`src/rtl/fetch_queue.sv`:
```
// fetch_queue: instruction fetch FIFO between the fetch unit and the decoder.
// Holds DEPTH {instruction, pc} pairs; flush discards everything (redirect).
// Optional same-cycle bypass of an empty queue: define FETCH_QUEUE_BYPASS_EN.
// Without the macro, an entry pushed at one edge is visible the cycle after.

module fetch_queue #(
   parameter int unsigned DEPTH = 4
) (
   input  logic                     clk,
   input  logic                     reset,
   input  logic                     flush,
   input  logic                     in_valid,
   input  logic [31:0]              in_instruction,
   input  logic [31:0]              in_pc,
   output logic                     in_ready,
   output logic                     out_valid,
   input  logic                     out_ready,
   output logic [31:0]              out_instruction,
   output logic [31:0]              out_pc,
   output logic [$clog2(DEPTH):0]   count
);

   localparam int unsigned AW = $clog2(DEPTH);
   localparam int unsigned CW = AW + 1;
   localparam int unsigned DW = 32;
   localparam logic [CW-1:0] FULL_C = CW'(DEPTH);

   // Stored payload: one fetched word and its byte address.
   typedef struct packed {
      logic [DW-1:0] instruction;
      logic [DW-1:0] pc;
   } fq_entry_t;

   // Reject configurations where pointer wrap would not be a plain modulo.
   if (DEPTH < 2 || (DEPTH & (DEPTH - 1)) != 0) begin : g_bad_depth
      $error("fetch_queue: DEPTH must be a power of two and at least 2");
   end

   fq_entry_t         mem_q [DEPTH];

   logic [AW-1:0]     wr_ptr_q, wr_ptr_d;
   logic [AW-1:0]     rd_ptr_q, rd_ptr_d;
   logic [CW-1:0]     count_q,  count_d;

   logic              empty_c;
   logic              full_c;
   logic              blocked_c;
   logic              stored_valid_c;
   logic              bypass_c;
   logic              push_c;
   logic              write_c;
   logic              read_c;

   // Occupancy decode; reset and flush both block every handshake.
   always_comb begin
      empty_c        = (count_q == '0);
      full_c         = (count_q == FULL_C);
      blocked_c      = reset | flush;
      stored_valid_c = !empty_c && !blocked_c;
   end

`ifdef FETCH_QUEUE_BYPASS_EN
   // Empty queue forwards the incoming word straight to the decoder.
   always_comb begin
      bypass_c = empty_c && in_valid && !blocked_c;
   end
`else
   // No forwarding path: outputs depend on stored state only.
   always_comb begin
      bypass_c = 1'b0;
   end
`endif

   // Handshakes; in_ready depends only on state, reset and flush.
   always_comb begin
      in_ready  = !full_c && !blocked_c;
      out_valid = stored_valid_c | bypass_c;
      push_c    = in_valid && in_ready;
      // A forwarded word that the decoder takes this cycle is never stored.
      write_c   = push_c && !(bypass_c && out_ready);
      read_c    = stored_valid_c && out_ready;
   end

   // Head data mux; zero whenever nothing is presented.
   always_comb begin
      out_instruction = '0;
      out_pc          = '0;
      if (bypass_c) begin
         out_instruction = in_instruction;
         out_pc          = in_pc;
      end else if (stored_valid_c) begin
         out_instruction = mem_q[rd_ptr_q].instruction;
         out_pc          = mem_q[rd_ptr_q].pc;
      end
   end

   // Pointer and occupancy next state; flush empties the queue on the next edge.
   always_comb begin
      wr_ptr_d = wr_ptr_q;
      rd_ptr_d = rd_ptr_q;
      count_d  = count_q;
      if (flush) begin
         wr_ptr_d = '0;
         rd_ptr_d = '0;
         count_d  = '0;
      end else begin
         if (write_c) begin
            wr_ptr_d = wr_ptr_q + AW'(1);
         end
         if (read_c) begin
            rd_ptr_d = rd_ptr_q + AW'(1);
         end
         case ({write_c, read_c})
            2'b10:   count_d = count_q + CW'(1);
            2'b01:   count_d = count_q - CW'(1);
            default: count_d = count_q;
         endcase
      end
   end

   // State registers with synchronous reset.
   always_ff @(posedge clk) begin
      if (reset) begin
         wr_ptr_q <= '0;
         rd_ptr_q <= '0;
         count_q  <= '0;
      end else begin
         wr_ptr_q <= wr_ptr_d;
         rd_ptr_q <= rd_ptr_d;
         count_q  <= count_d;
      end
   end

   // Storage array; contents are not reset, validity lives in count_q.
   always_ff @(posedge clk) begin
      if (write_c) begin
         mem_q[wr_ptr_q] <= '{instruction: in_instruction, pc: in_pc};
      end
   end

   // Occupancy output.
   always_comb begin
      count = count_q;
   end

endmodule

```
`config.mk`:
```
export PLATFORM = sky130hd
export DESIGN_NAME = fetch_queue
export DESIGN_NICKNAME = d
export VERILOG_FILES = /design/src/rtl/fetch_queue.sv
export SDC_FILE = /design/constraint.sdc
export NUM_CORES = 1
export LEC_CHECK = 0
export CORE_MARGIN = 4
export CORE_UTILIZATION = 55
export CTS_CLUSTER_DIAMETER = 30
export DETAILED_ROUTE_END_ITERATION = 7
export GPL_ROUTABILITY_DRIVEN = 1
export PLACE_DENSITY = 0.81
export SYNTH_ARGS = -nofsm -noshare
export SYNTH_HDL_FRONTEND = slang
export SYNTH_SLANG_ARGS = --single-unit
```
`constraint.sdc`:
```
create_clock -name clk -period 3.5 [get_ports clk]
set_clock_uncertainty 0.05 [all_clocks]
set_input_delay 0.7 -clock clk [delete_from_list [all_inputs] [get_ports clk]]
set_output_delay 0.7 -clock clk [all_outputs]
set_load 0.005 [all_outputs]
```
* After elaboration in Yosys (flattened, before gate mapping)
Memory sizes are Yosys's and may differ from the RTL's. A register that Yosys moved wholly into a read port is not among the register bits. Cells that the tools add are included. Widths: inputs -> output; s select.
Word-level totals: register bits after elaboration 7, output and inout bits 69, memories 1, input bits 69, logic and storage cells 29, RAM bits 256
Memories:
- mem_q | depth 4, width 64, read ports 1, clocked after Yosys merged registers in 1, write ports 1, line 39 | fq_entry_t mem_q [DEPTH];
Operators by class: reductions and logical operators 10, add/sub/neg operators 4, multiplexer cells 7, bitwise gates (word level) 1, equality and inequality tests 3
Operator list (number):
- $mux 32 | 2
- $pmux 3 s2 | 1
- $add 2x1->2 const B | 2
- $logic_and 1x1->1 | 4
- $mux 2 | 2
- $add 3x1->3 const B | 1
- $eq 3x3->1 const B | 1
- $logic_not 1->1 | 3
- $logic_not 3->1 | 1
- $sub 3x1->3 const B | 1
- $eq 2x1->1 const B | 1
- $eq 2x2->1 const B | 1
- $mux 1 | 2
- $reduce_bool 2->1 | 1
- $reduce_or 2->1 | 1
- $or 1x1->1 | 1

* Longest topological paths before layout
Gate-level depths: netlist of run 1.
word-level depth 6, gate-level depth with buffers 9, mapped depth without buffers 9

* Worst setup path after synthesis of run 1
OpenSTA, ideal clock, no wires.
path kind input to register, start point input flush, end point memory mem_q[0][0] (netlist name) (enable), buffers on the path 0, path slack 0.324 ns, data arrival time 2.697 ns, data required time 3.021 ns, stages on the path 2, setup time 0.429 ns, cells stage by stage nor3b_1 -> and3_1
Between the ends: cells in the longest elaborated chain, start to end 6
Ends and longest elaborated chain:
- start: declaration | line 11 | input logic flush,
- $or 1x1->1 | line 58 | blocked_c = reset | flush;
- $logic_not 1->1 | line 76 | in_ready = !full_c && !blocked_c;
- $logic_and 1x1->1 | line 76
- $logic_and 1x1->1 | line 78 | push_c = in_valid && in_ready;
- $mux 1 | line 136 | if (write_c) begin
- $mux 1 (implied by the code) | line 137 | mem_q[wr_ptr_q] <= '{instruction: in_instruction, pc: in_pc};
- end: declaration | line 39
No other way between the ends.

==> run_results.csv, run 1 <==
group,metric,value,unit
timing,slew_headroom,68.4,%
logic_synthesis,synth_mux_area_share,14.2,%
timing,setup_tns,0,ns
global_route,grt_max_degree,40,
logic_synthesis,synth_top_family_by_area,"multiplexers",
timing,finalMaxSlewViolations,0,
logic_synthesis,synth-simple-area-share,5.06,%
detailed_routing,num_vias,5048,
status,status,"complete, no violations",
logic_synthesis,ys_seq_area_share,76.8,%
floorplan,die_y,144,µm
detailed_routing,drtIter0Drc,323,
min_path,hold_class,"reg2reg",
layout,ff_latch_area,0.00788,mm²
logic_synthesis,synth-edff-count,256,
timing,final_hold_viol_count,0,
timing,rsz0062_at_grt,"false",
placed_design,place_congestion,0.742,
global_route,first_global_vias,5583,
setup_path,critPathTopFamily,"buffers and inverters",
power_and_ir_drop,leakage,4.26,nW
layout,n_fill_cell,1026,
clock_network,cts_root_buf,"clkbuf_16",
global_route,grt_util_all_layers,19.6,%
detailed_routing,wl_per_cell,22.2,µm
timing,final-setup-viol-count,0,
logic_synthesis,netlist.area_leader.share,75.1,%
timing,period_needed,3.35,ns
clock_network,cts-htree-levels,2,
layout,drive_gt1_share,25.1,%
detailed_routing,dr.pass1.iters,4,
setup_path,worstPathMaxFanout,34,
logic_synthesis,synth_top_flop_cell,"edfxtp_1",
setup_path,end_kind,"output port",
logic_synthesis,synth_cell_types,31,
detailed_routing,drc_errors,0,
setup_path,start_kind,"register",
logic_synthesis,postSynthCellCount,460,
power_and_ir_drop,power,7.89,mW
logic_synthesis,ys_async_sr_fraction,0,%
timing,fin_crit_sh,95.7,%
logic_synthesis,syn-num-nets,535,
power_and_ir_drop,p_per_area,588,mW/mm²
floorplan,fp.dieW,144,µm
detailed_routing,routed_wirelength,19.9,mm
logic_synthesis,synth_compound_area_share,0.550,%
logic_synthesis,synthTopCellsByArea,"edfxtp_1 75%, mux4_2 14%, nor2b_1 3.8%",
setup_path,cpPeakStageDelay,0.54,ns
logic_synthesis,synth_xor_area_share,0.342,%
clock_network,clk_pin_slew,0.05,ns
global_route,overflow,0,
placed_design,hpwl,11.7,mm
placed_design,port_buffers,137,
logic_synthesis,synthAdderAreaFrac,0.806,%
floorplan,start_util,56.4,%
setup_path,cp_data_required_time,2.75,ns
clock_network,cts_buffer_depth,3,
setup_path,critPathKind,"reg2out",
setup_path,arrival,2.60,ns
layout,area_growth,31.0,%
logic_synthesis,synthesis.area,0.0102,mm²
global_route,antenna_found_initial,2,
logic_synthesis,netlist.top_cell.by_area,"edfxtp_1",
logic_synthesis,yosysWarnings,0,
detailed_routing,postRouteAntennaNets,0,
clock_network,worstSkewPairLatency,0.53,ns
clock_network,clock-sinks,265,
floorplan,ios,138,
clock_network,tritoncts,"built",
setup_path,crit_buf_inv,2,
clock_network,cts-buffers-inserted,42,
logic_synthesis,synthMostInstantiatedCell,"edfxtp_1",
layout,multiInputGateArea,0.00217,mm²
flow_run,cap_viol_max_count,0,
logic_synthesis,synth_common_cells,"256 x edfxtp_1, 64 x mux4_2, 63 x nor2b_1",
setup_path,worstPathCellList,"buf_12 -> mux4_2 -> nor2b_1 -> clkdlybuf4s50_1",
global_route,grt_pass1_wl,30.6,mm
layout,num-nets-final,710,
timing,tightest_slew,0.473,ns
setup_path,cpMaxStageDelayCell,"mux4_2",
logic_synthesis,synth_area_per_cell,22.3,µm²
clock_network,post-cts-setup-buffers,0,
floorplan,die-area,0.0209,mm²
floorplan,placementRows,49,
power_and_ir_drop,irDropWorstVdd,680,µV
floorplan,design.core.area,0.0181,mm²
logic_synthesis,ys_ff_latch,265,
timing,fmax,299,MHz
detailed_routing,via_per_inst,5.62,
## cell usage in the layout, fill, tap and decap left out, drive strengths merged, types with 5 or more instances in the layout
| cell type | count |
|---|---|
| buf | 16 |
| bufinv | 6 |
| clkbuf | 44 |
| clkdlybuf4s50 | 137 |
| clkinv | 15 |
| dfxtp | 9 |
| edfxtp | 256 |
| ha | 5 |
| inv | 15 |
| mux4 | 64 |
| nor2 | 8 |
| nor2b | 64 |
## logic make-up (layout without fill, tap and decap cells)
| logic type | after synthesis | after routing |
|---|---|---|
| other | 0 | 1 |
| buffers and inverters | 29 | 237 |
| and+or+nand+nor | 84 | 84 |
| DFF | 265 | 265 |
| adders and majority gates | 6 | 6 |
| xor gates and xnor gates | 4 | 4 |
| muxes | 65 | 65 |
| AOI/OAI and AO/OA | 7 | 7 |
## where the power goes
part           switching, mW  leakage, nW  internal, mW
sequential            0.0105         2.39          3.52
combinational         0.0847         1.16         0.117
clock                   1.46        0.710          2.70
## flip-flops by register name, indices dropped and copies added, names as in the netlist, named ones only
| name | flops |
|---|---|
| count | 3 |
| mem_q | 256 |
| rd_ptr_q | 2 |
| wr_ptr_q | 2 |
## metal layers
layer | routed length (µm) | track usage (%) | vias up
li1 | - | - | 2231
met1 | 7880 | 24.8 | 2578
met2 | 10300 | 32.8 | 197
met3 | 1260 | 4.93 | 40
met4 | 471 | 7.95 | 2
met5 | 13 | 0 | -
## worst reg2reg max path, stage by stage (launching register included)
cell and delay [ns]:
dfxtp_1 0.49, or3b_4 0.48, and2_4 0.18, inv_2 0.04, ha_1 0.18, inv_1 0.06, fa_1 0.37, xor2_1 0.18
or3_1 0.33, a21oi_1 0.16
## stage by stage
| stage | worst slack (ns) | cell area, µm² | std cells | hold slack (ns) | util (%) |
|---|---|---|---|---|---|
| after global placement | 0.188 | 12000 | 820 | 0.446 | 65.9 |
| after CTS | 0.0680 | 13400 | 897 | 0.483 | 73.9 |
| after detailed placement | 0.174 | 12000 | 820 | 0.471 | 65.9 |
| after floorplan | 0.324 | 10200 | 460 | 0.425 | - |
| after global routing | 0.0117 | 13400 | 898 | 0.495 | 73.9 |
| final | 0.151 | 13400 | 898 | 0.476 | 73.9 |
## cell type report
type / count / share of cell area [%]
Sequential cell: 265 / 58.7
Multi-Input combinational cell: 166 / 16.2
Timing Repair Buffer: 153 / 11.9
Clock buffer: 44 / 7.96
Clock inverter: 33 / 2.91
Tap cell: 229 / 2.14
Inverter: 7 / 0.196
Antenna cell: 1 / 0.0187
## path summary, 6_finish.rpt
kind,start,to,slack [ns],cells after the start
setup / recovery,register,out_instruction[24],0.15,4
hold / removal,wr_ptr_q[0],wr_ptr_q[0],0.48,1
setup reg to reg,count[2],count[2],0.90,9
hold reg to reg,wr_ptr_q[0],wr_ptr_q[0],0.48,1
## repair_timing
item | in CTS | in global routing
endpoints found under the setup margin | 0 | 3
endpoints found under the hold margin | 0 | 0
hold buffers | 0 | 0
resized for setup | 0 | 1
Note: power is estimated with default switching activity, not from simulation.
==> run 2: changes to the inputs <==
- CAP_MARGIN: default -> 20
==> results of run 2 <==
Final layout, timing and power as in run 1 (identical DEF).
==> run 3: changes to the inputs <==
- CORE_MARGIN: 4 -> default
- CTS_BUF_LIST: default -> sky130_fd_sc_hd__clkbuf_16
- PLACE_DENSITY: 0.81 -> default
- PLACE_DENSITY_LB_ADDON: default -> 0.3
==> run_results.csv, run 3 (same netlist as run 1, synthesis figures left out) <==
group,metric,value,unit
status,status,"finished, violations left",
status,violations,"DRC",
setup_path,end_kind,"output port",
clock_network,clk_pin_slew,0.05,ns
global_route,grt_pass1_wl,30.7,mm
detailed_routing,drtIter0Drc,369,
floorplan,fp.dieW,138,µm
setup_path,critPathKind,"in2out",
clock_network,cts_buffer_depth,3,
clock_network,cts_root_buf,"clkbuf_16",
global_route,grt_util_all_layers,21.4,%
clock_network,tritoncts,"built",
layout,num-nets-final,713,
power_and_ir_drop,leakage,4.28,nW
timing,fin_crit_sh,95.9,%
global_route,grt_max_degree,66,
clock_network,cts_resized,0,
clock_network,holdBufCountCts,0,
timing,tightest_slew,0.471,ns
clock_network,clock-sinks,265,
detailed_routing,via_per_inst,5.58,
layout,final_cells,906,
floorplan,ios,138,
floorplan,die-area,0.0192,mm²
global_route,overflow,0,
placed_design,hpwl,11.2,mm
layout,area_growth,31.2,%
layout,largest_register_ffs,256,
layout,final_common_cell,"edfxtp_1",
timing,fmax,298,MHz
timing,period_needed,3.36,ns
floorplan,start_util,56.6,%
timing,finalMaxSlewViolations,0,
timing,final-setup-viol-count,0,
setup_path,worstPathMaxFanout,65,
floorplan,design.core.area,0.0181,mm²
power_and_ir_drop,irDropWorstVdd,427,µV
detailed_routing,drc_errors,36,
timing,setup_tns,0,ns
timing,slew_headroom,68.6,%
timing,rsz0062_at_grt,"false",
setup_path,arrival,2.61,ns
power_and_ir_drop,p_per_area,587,mW/mm²
detailed_routing,routed_wirelength,19.6,mm
placed_design,place_congestion,0.723,
layout,drive_gt1_share,24.6,%
setup_path,cpMaxStageDelayCell,"clkdlybuf4s50_1",
layout,final_cell_mix,"256 x edfxtp_1, 137 x clkdlybuf4s50_1, 64 x mux4_2",
setup_path,start_kind,"input pin",
detailed_routing,num_vias,5051,
global_route,first_global_vias,5423,
timing,final_hold_viol_count,0,
layout,n_fill_cell,994,
layout,largest_register,"mem_q",
setup_path,worstPathCellList,"clkdlybuf4s50_1 -> nor2_1 -> o31ai_4 -> buf_12 -> nor2b_1 -> clkdlybuf4s50_1",
detailed_routing,dr.pass1.iters,8,
layout,design_area,0.0134,mm²
power_and_ir_drop,power,7.88,mW
placed_design,dp.cells,818,
min_path,hold_class,"reg2reg",
detailed_routing,postRouteAntennaNets,0,
clock_network,cts-htree-levels,2,
timing,whs,0.478,ns
global_route,antenna_found_initial,0,
floorplan,placementRows,49,
floorplan,die_y,138,µm
placed_design,place_area,0.0119,mm²
setup_path,cpPeakStageDelay,0.55,ns
placed_design,port_buffers,137,
detailed_routing,wl_per_cell,21.7,µm
clock_network,worstSkewPairLatency,0.52,ns
clock_network,cts-buffers-inserted,46,
setup_path,cp_data_required_time,2.75,ns
flow_run,cap_viol_max_count,0,
setup_path,crit_path_frequent_cell,"clkdlybuf4s50_1",
clock_network,post-cts-setup-buffers,0,
-- run 3: changes by cell type in the layout (fill, tap and decap cells not counted), sizes merged --
cell	before	now
inv	15	20
clkinvlp	4	8
buf	16	15
clkinv	15	16
bufinv	6	3
clkbuf	44	46
-- run 3: report_power, final --
part | total, mW | leakage (nW) | internal, mW | switching [mW]
Combinational | 0.201 | 1.16 | 0.117 | 0.0840
Clock | 4.15 | 0.731 | 2.65 | 1.51
Sequential | 3.53 | 2.39 | 3.52 | 0.00975
Total | 7.88 | 4.28 | 6.28 | 1.60
-- run 3: final timing paths --
path	from	to	slack [ns]	depth (start not counted)
max	flush	out_instruction[16]	0.14	6
min	rd_ptr_q[1]	register	0.48	2
max reg2reg	count[2]	count[2]	0.93	9
min reg2reg	rd_ptr_q[1]	register	0.48	2
-- run 3: layout make-up --
cell class / count / area [µm²] / area share (%)
sequential: 265 / 7880 / 58.6
clock buffer: 46 / 1150 / 8.57
tap: 229 / 287 / 2.13
clock inverter: 40 / 335 / 2.50
timing repair buffer: 152 / 1580 / 11.8
multi-input combinational: 166 / 2170 / 16.2
antenna: 1 / 2.50 / 0.0186
inverter: 7 / 26.3 / 0.196
-- run 3: metrics by stage --
step	util (%)	setup WS, ns
after floorplan	-	0.324
after global placement	66.0	0.210
after detailed placement	66.0	0.181
after CTS	74.2	0.0470
after global routing	74.3	0.0657
final	74.3	0.142
-- run 3: layer usage --
metal  global-route usage (%)  wire (µm)  vias up
li1                         -          -     2246
met1                     29.0       8370     2598
met2                     34.9       9740      180
met3                     4.71       1210       27
met4                     7.10        312        0
met5                        0          0        -
-- run 3: worst max-delay path: cells and delay by family --
kind | cells | cell delay [ns]
buffers and inverters | 3 | 1.21
AND/OR/NAND/NOR | 2 | 0.52
AO/OA/AOI/OAI | 1 | 0.13
